File: config.mk
export PLATFORM = sky130hd
export DESIGN_NAME = video_timing_gen
export DESIGN_NICKNAME = d
export VERILOG_FILES = /design/src/rtl/video_timing_gen.sv
export SDC_FILE = /design/constraint.sdc
export NUM_CORES = 1
export LEC_CHECK = 0
export BUFFER_PORTS_ARGS = -buffer_cell sky130_fd_sc_hd__buf_2
export CAP_MARGIN = 30
export CORE_UTILIZATION = 53
export DETAILED_ROUTE_END_ITERATION = 8
export HOLD_SLACK_MARGIN = 0.06
export PLACE_DENSITY = 0.82
export REMOVE_ABC_BUFFERS = 1
export SETUP_SLACK_MARGIN = 0.02
export SYNTH_ARGS = -nofsm -noshare
export SYNTH_HDL_FRONTEND = slang
export SYNTH_SLANG_ARGS = --single-unit
File: constraint.sdc
create_clock -name clk -period 2.18 [get_ports clk]
set_clock_uncertainty 0.1 [all_clocks]
set_input_delay 0.218 -clock clk [delete_from_list [all_inputs] [get_ports clk]]
set_output_delay 0.218 -clock clk [all_outputs]
set_load 0.05 [all_outputs]
File: src/rtl/video_timing_gen.sv
// Raster timing generator: free-running pixel/line counters with registered
// blanking, syncs, start pulses, frame number and a position that leads blanking.
module video_timing_gen #(
  parameter int H_ACTIVE = 640,
  parameter int H_FP     = 16,
  parameter int H_SYNC   = 96,
  parameter int H_BP     = 48,
  parameter int V_ACTIVE = 480,
  parameter int V_FP     = 10,
  parameter int V_SYNC   = 2,
  parameter int V_BP     = 33,
  parameter bit HS_POL   = 1'b0,
  parameter bit VS_POL   = 1'b0,
  parameter int LEAD     = 2,
  parameter int XW       = 10,
  parameter int YW       = 10
) (
  input  logic          clk,
  input  logic          rst,
  input  logic          enable,
  output logic [XW-1:0] x,
  output logic [YW-1:0] y,
  output logic          blanking,
  output logic          h_sync,
  output logic          v_sync,
  output logic          line_start,
  output logic          frame_start,
  output logic [7:0]    frame_cnt
);
  localparam int H_TOTAL  = H_ACTIVE + H_FP + H_SYNC + H_BP;
  localparam int V_TOTAL  = V_ACTIVE + V_FP + V_SYNC + V_BP;
  localparam int HS_START = H_ACTIVE + H_FP;
  localparam int HS_END   = HS_START + H_SYNC;
  localparam int VS_START = V_ACTIVE + V_FP;
  localparam int VS_END   = VS_START + V_SYNC;

  logic [XW-1:0] hc, lx;
  logic [YW-1:0] vc, ly;
  logic [7:0]    fc;
  logic          h_wrap, v_wrap, lx_wrap, ly_wrap;
  logic          in_active, in_hs, in_vs;

  always_comb begin
    h_wrap    = (int'(hc) == H_TOTAL - 1);
    v_wrap    = (int'(vc) == V_TOTAL - 1);
    lx_wrap   = (int'(lx) == H_TOTAL - 1);
    ly_wrap   = (int'(ly) == V_TOTAL - 1);
    in_active = (int'(hc) < H_ACTIVE) && (int'(vc) < V_ACTIVE);
    in_hs     = (int'(hc) >= HS_START) && (int'(hc) < HS_END);
    in_vs     = (int'(vc) >= VS_START) && (int'(vc) < VS_END);
  end

  // (lx,ly) is a second raster counter started LEAD pixels ahead of (hc,vc),
  // so the lead position never needs a multiply or a modulo.
  always_ff @(posedge clk or posedge rst) begin
    if (rst) begin
      hc          <= '0;
      vc          <= '0;
      lx          <= XW'(LEAD);
      ly          <= '0;
      fc          <= '0;
      x           <= '0;
      y           <= '0;
      blanking    <= 1'b1;
      h_sync      <= !HS_POL;
      v_sync      <= !VS_POL;
      line_start  <= 1'b0;
      frame_start <= 1'b0;
      frame_cnt   <= '0;
    end else if (enable) begin
      x           <= lx;
      y           <= ly;
      blanking    <= !in_active;
      h_sync      <= in_hs ? HS_POL : !HS_POL;
      v_sync      <= in_vs ? VS_POL : !VS_POL;
      line_start  <= (hc == '0);
      frame_start <= (hc == '0) && (vc == '0);
      frame_cnt   <= fc;
      hc <= h_wrap ? '0 : hc + 1'b1;
      if (h_wrap) begin
        vc <= v_wrap ? '0 : vc + 1'b1;
        if (v_wrap) fc <= fc + 1'b1;
      end
      lx <= lx_wrap ? '0 : lx + 1'b1;
      if (lx_wrap) ly <= ly_wrap ? '0 : ly + 1'b1;
    end else begin
      line_start  <= 1'b0;
      frame_start <= 1'b0;
    end
  end
endmodule

* Word level (Yosys, flattened, before mapping)
Index checks and enable logic that the tools add are counted.
** Word-level totals
- Logic and storage cells :: 46
- Flip-flop bits (word level) :: 81
** Operators by class
- Add/sub/neg operators :: 5
- Equality and inequality tests :: 4
- Muxes and demuxes :: 8
- Reductions and logical operators :: 10
- $lt $le $gt $ge :: 6
** Operators with widths (number)
- adder 10 x 1 -> 10 bit, second input constant :: 4
- two-way mux 10 bit :: 4
- equality test 10 bit, second input constant :: 2
- equality test 10 x 9 -> 1 bit, second input constant :: 2
- zero test 10 bit :: 2
- less-than comparator 10 bit, second input constant :: 2
- less-than comparator 10 x 9 -> 1 bit, second input constant :: 2
- >= comparator 10 bit, second input constant :: 1
- >= comparator 10 x 9 -> 1 bit, second input constant :: 1
- adder 8 x 1 -> 8 bit, second input constant :: 1
- logical AND 1 bit :: 4
- two-way mux 1 bit :: 4
- AND reduction 2 bit :: 2
- AND reduction 3 bit :: 1
- zero test 1 bit :: 1

* Logic depth before layout (Yosys ltp)
- Depth in word-level cells :: 3
- Depth in mapped cells :: 7
- Mapped depth without buffers :: 6

* Worst setup path after synthesis
No wires, ideal clock.
- Path kind :: reg-to-reg
- Start point :: register lx[1]
- End point :: register ly[4]
- Path buffers :: 2
- Arrival :: 1.670 ns
- Stages on the path, launching flop included :: 8
- Library setup time :: 0.125 ns
- Setup slack :: 0.285 ns
- Clock period less this slack :: 1.895 ns
- Data required time :: 1.955 ns
- Cell sequence :: dfstp_2 ha_1 and3_1 buf_4 and4_1 buf_4 nand4_2 mux2_4
** On the way
- Longest elaborated chain between the ends :: 2
** RTL lines
- start: declaration :: RTL line 37 : logic [XW-1:0] hc, lx;
- start signal: assignment :: RTL line 59 : lx <= XW'(LEAD);
- start signal: assignment :: RTL line 84 : lx <= lx_wrap ? '0 : lx + 1'b1;
- equality test 10 x 9 -> 1 bit :: RTL line 46 : lx_wrap = (int'(lx) == H_TOTAL - 1);
- AND reduction 2 bit (no line)
- end signal: assignment :: RTL line 85 : if (lx_wrap) ly <= ly_wrap ? '0 : ly + 1'b1;
- end: declaration :: RTL line 38 : logic [YW-1:0] vc, ly;
Every way passes these cells.
A chain may end at the register's enable or synchronous reset.

* Final worst setup path
Same ends and word-level chain as after synthesis.

==> impl_metrics.env <==
export IMPL_worstSetupEndpointType="flop"
export IMPL_min_delay_start="enable"
export IMPL_crit_fanout=6
export IMPL_power_density_nw_per_um2=908
export IMPL_synth_xor_xnor_area_share_pct=6.73
export IMPL_slew_headroom_pct=62.5
export IMPL_dieHeight_um=86.4
export IMPL_numCtsBuffers=9
export IMPL_rsz0062_at_grt="false"
export IMPL_seqPwrFrac_pct=49.7
export IMPL_die_area_um2=7460
export IMPL_yosysWarnings=0
export IMPL_vdd_drop_max_mv=0.383
export IMPL_grt_remaining_overflow=0
export IMPL_grt_pass1_wl_um=11600
export IMPL_synth_seq_cells=81
export IMPL_slew_violations=0
export IMPL_p_sw_share_pct=34.5
export IMPL_ctsResizeCount=0
export IMPL_clkTransAtPathRegs_ns=0.08
export IMPL_die_x_um=86.4
export IMPL_dp_cells=447
export IMPL_fin_cells=464
export IMPL_finalSetupTns_ns=0
export IMPL_fmax_ghz=0.506
export IMPL_period_needed_ns=1.98
export IMPL_utilization_pct=62.8
export IMPL_period_share_pct=90.7
export IMPL_reg2reg_from="lx[1]$_DFFE_PP1P_"
export IMPL_synth_area_um2=3770
export IMPL_crit_arrival_ns=2.13
export IMPL_start_kind="flop"
export IMPL_avgSynthCellArea_um2=11.8
export IMPL_drc=0
export IMPL_power_switching_mw=1.34
export IMPL_synthSimpleGateAreaFrac_pct=18.7
export IMPL_final_hold_violation_count=0
export IMPL_routed_via_density=5.71
export IMPL_nets=374
export IMPL_critical_path_class="reg -> reg"
export IMPL_finalWirelength_um=6990
export IMPL_portBuffers=35
export IMPL_maxCapViolCount=0
export IMPL_drive_gt1_share_pct=29.3
export IMPL_synth_compound_area_share_pct=5.37
export IMPL_hp_class="in -> reg"
export IMPL_grt_max_degree=37
export IMPL_combPwrFrac_pct=21.4
export IMPL_start_util_pct=55.2
export IMPL_diodes=0
export IMPL_rr_endpoint="ly[4]$_DFFE_PP0P_"
export IMPL_r2r_slack_ns=0.20
export IMPL_fp_coreArea_um2=6830
export IMPL_startpoint="lx[1]$_DFFE_PP1P_"
export IMPL_drtPass1Iterations=5
export IMPL_antenna_found_initial=0
export IMPL_p_leak_nw=2.06
export IMPL_root_buffer="clkbuf_8"
export IMPL_ys_seq_area_share_pct=53.8
export IMPL_drtIter0Drc=134
export IMPL_power_total_mw=3.90
export IMPL_synthAdderAreaFrac_pct=2.65
export IMPL_via_count=2649
export IMPL_place_gp_congestion=0.871
export IMPL_ant_nets=0
export IMPL_grtUsageTotal_pct=20.3
export IMPL_wl_per_cell_um=15.1
export IMPL_area_delta_synth_final_pct=13.7
export IMPL_p_int_mw=2.55
export IMPL_layout_common_cells="dfrtp_1, buf_2, mux2_2, nand3_1, xnor2_1"
export IMPL_synth_top_family_by_area="simple AND/OR/NAND/NOR gates"
export IMPL_required_ns=2.33
export IMPL_layout_commonest_cell="dfrtp_1"
export IMPL_finalSetupViolCount=0
export IMPL_clockPowerShare_pct=28.9
export IMPL_reg2reg_depth=5
export IMPL_run_status="complete, no violations"
export IMPL_synth_edff_count=0
export IMPL_synth_area_mux_share_pct=9.58
export IMPL_ios=36
export IMPL_clockBufferDepth=2
export IMPL_worstHoldEndpoint="h_sync$_DFFE_PP1P_"
export IMPL_cts_tree="built"
export IMPL_place_detailed_hpwl_um=4750
export IMPL_hold_path_depth=2
export IMPL_grt_pass1_vias=2513
export IMPL_num_rows=30
export IMPL_htreeDepth=3
export IMPL_synthCells=319
export IMPL_synthFlopType="dfrtp_1"
export IMPL_tightest_slew_ns=0.562
export IMPL_yosys_cell_types_count=54
export IMPL_synthArstFlopShare_pct=100
export IMPL_clk_latency_ns=0.36
export IMPL_cts_sinks=81
power groups by stage:
| stage | sequential [mW] | clock, mW | combinational (mW) |
|---|---|---|---|
| 2_1_floorplan | 2.14 | 0 | 0.436 |
| 6_report | 1.94 | 1.13 | 0.832 |
| 4_1_cts | 1.93 | 1.14 | 0.841 |
| 5_1_grt | 1.97 | 1.21 | 0.907 |
| 3_5_place_dp | 1.96 | 0 | 0.835 |
| 3_3_place_gp | 1.95 | 0 | 0.814 |
through the flow:
stage	setup slack [ns]	cell area (um2)	hold WS [ns]
4_1_cts	0.207	4290	0.151
3_5_place_dp	0.236	4080	0.187
3_3_place_gp	0.299	4080	0.180
6_report	0.202	4290	0.163
5_1_grt	0.0850	4290	0.171
2_1_floorplan	-0.211	3720	0.168
cell type report:
cell class / count / area (um2)
repair buffers: 43 / 250
well taps: 96 / 120
flip-flops and latches: 81 / 2030
inverters: 17 / 65.1
multi-input cells: 211 / 1620
clock inverters: 7 / 75.1
clock buffers: 9 / 124
fillers: 535 / 2540
kinds of logic after synthesis:
family / Yosys count
simple gates: 109
buf+inv: 27
flops: 81
fa+ha+maj: 8
mux: 32
xor+xnor: 29
compound gates: 33
Yosys cell counts, types with 2 or more instances:
master	count	share of area, %
a21oi_1	5	0.66
a22o_1	2	0.46
and3_1	6	0.99
and3_2	3	0.60
and4_1	5	1.2
buf_2	4	0.53
buf_4	3	0.60
dfrtp_1	77	51
dfstp_2	4	2.8
ha_1	8	2.7
inv_1	17	1.7
mux2_2	28	8.4
mux2i_1	2	0.53
nand2_1	14	1.4
nand3_1	20	2.7
nand3_4	2	0.93
nand4_1	10	1.7
nor2_1	14	1.4
nor2b_1	2	0.33
nor3_1	10	1.3
nor4_1	5	0.83
nor4_2	2	0.66
nor4b_1	2	0.46
o21ai_0	15	2.0
o31ai_1	3	0.60
xnor2_1	18	4.2
xor2_1	11	2.6
worst max path at each step:
stage                              endpoint  slack, ns
after floorplan           fc[0]$_DFFE_PP0P_      -0.21
after global placement    ly[4]$_DFFE_PP0P_       0.30
after detailed placement  ly[3]$_DFFE_PP0P_       0.24
after CTS                 ly[4]$_DFFE_PP0P_       0.21
after global routing      ly[9]$_DFFE_PP0P_       0.08
final                     ly[4]$_DFFE_PP0P_       0.20
repair_timing:
action | 4_1_cts | 5_1_grt
buffers inserted | 0 | 0
hold buffers | 1 | 0
endpoints found under the hold margin | 27 | 0
critical path, stage by stage, from the launching register on:
cell and delay [ns]:
dfstp_2 0.55, ha_1 0.19, and3_1 0.31, and4_1 0.28, nand4_2 0.13, mux2_4 0.32
sequential cells by signal, indices dropped and copies added (netlist names):
name and flops:
v_sync 1, lx 10, frame_start 1, vc 10, x 10, ly 10, y 10, fc 8
frame_cnt 8, line_start 1, h_sync 1, blanking 1, hc 10
per-layer routing:
metal  GRT usage (%)  part of all wire (%)  vias to the layer above
met4            11.4                   2.7                        0
met2            32.8                    48                       82
li1                -                     -                     1240
met1            26.2                    44                     1307
met5               0                     0                        -
met3            3.43                   4.7                       20
No activity file was read; power rests on OpenSTA's default activity.
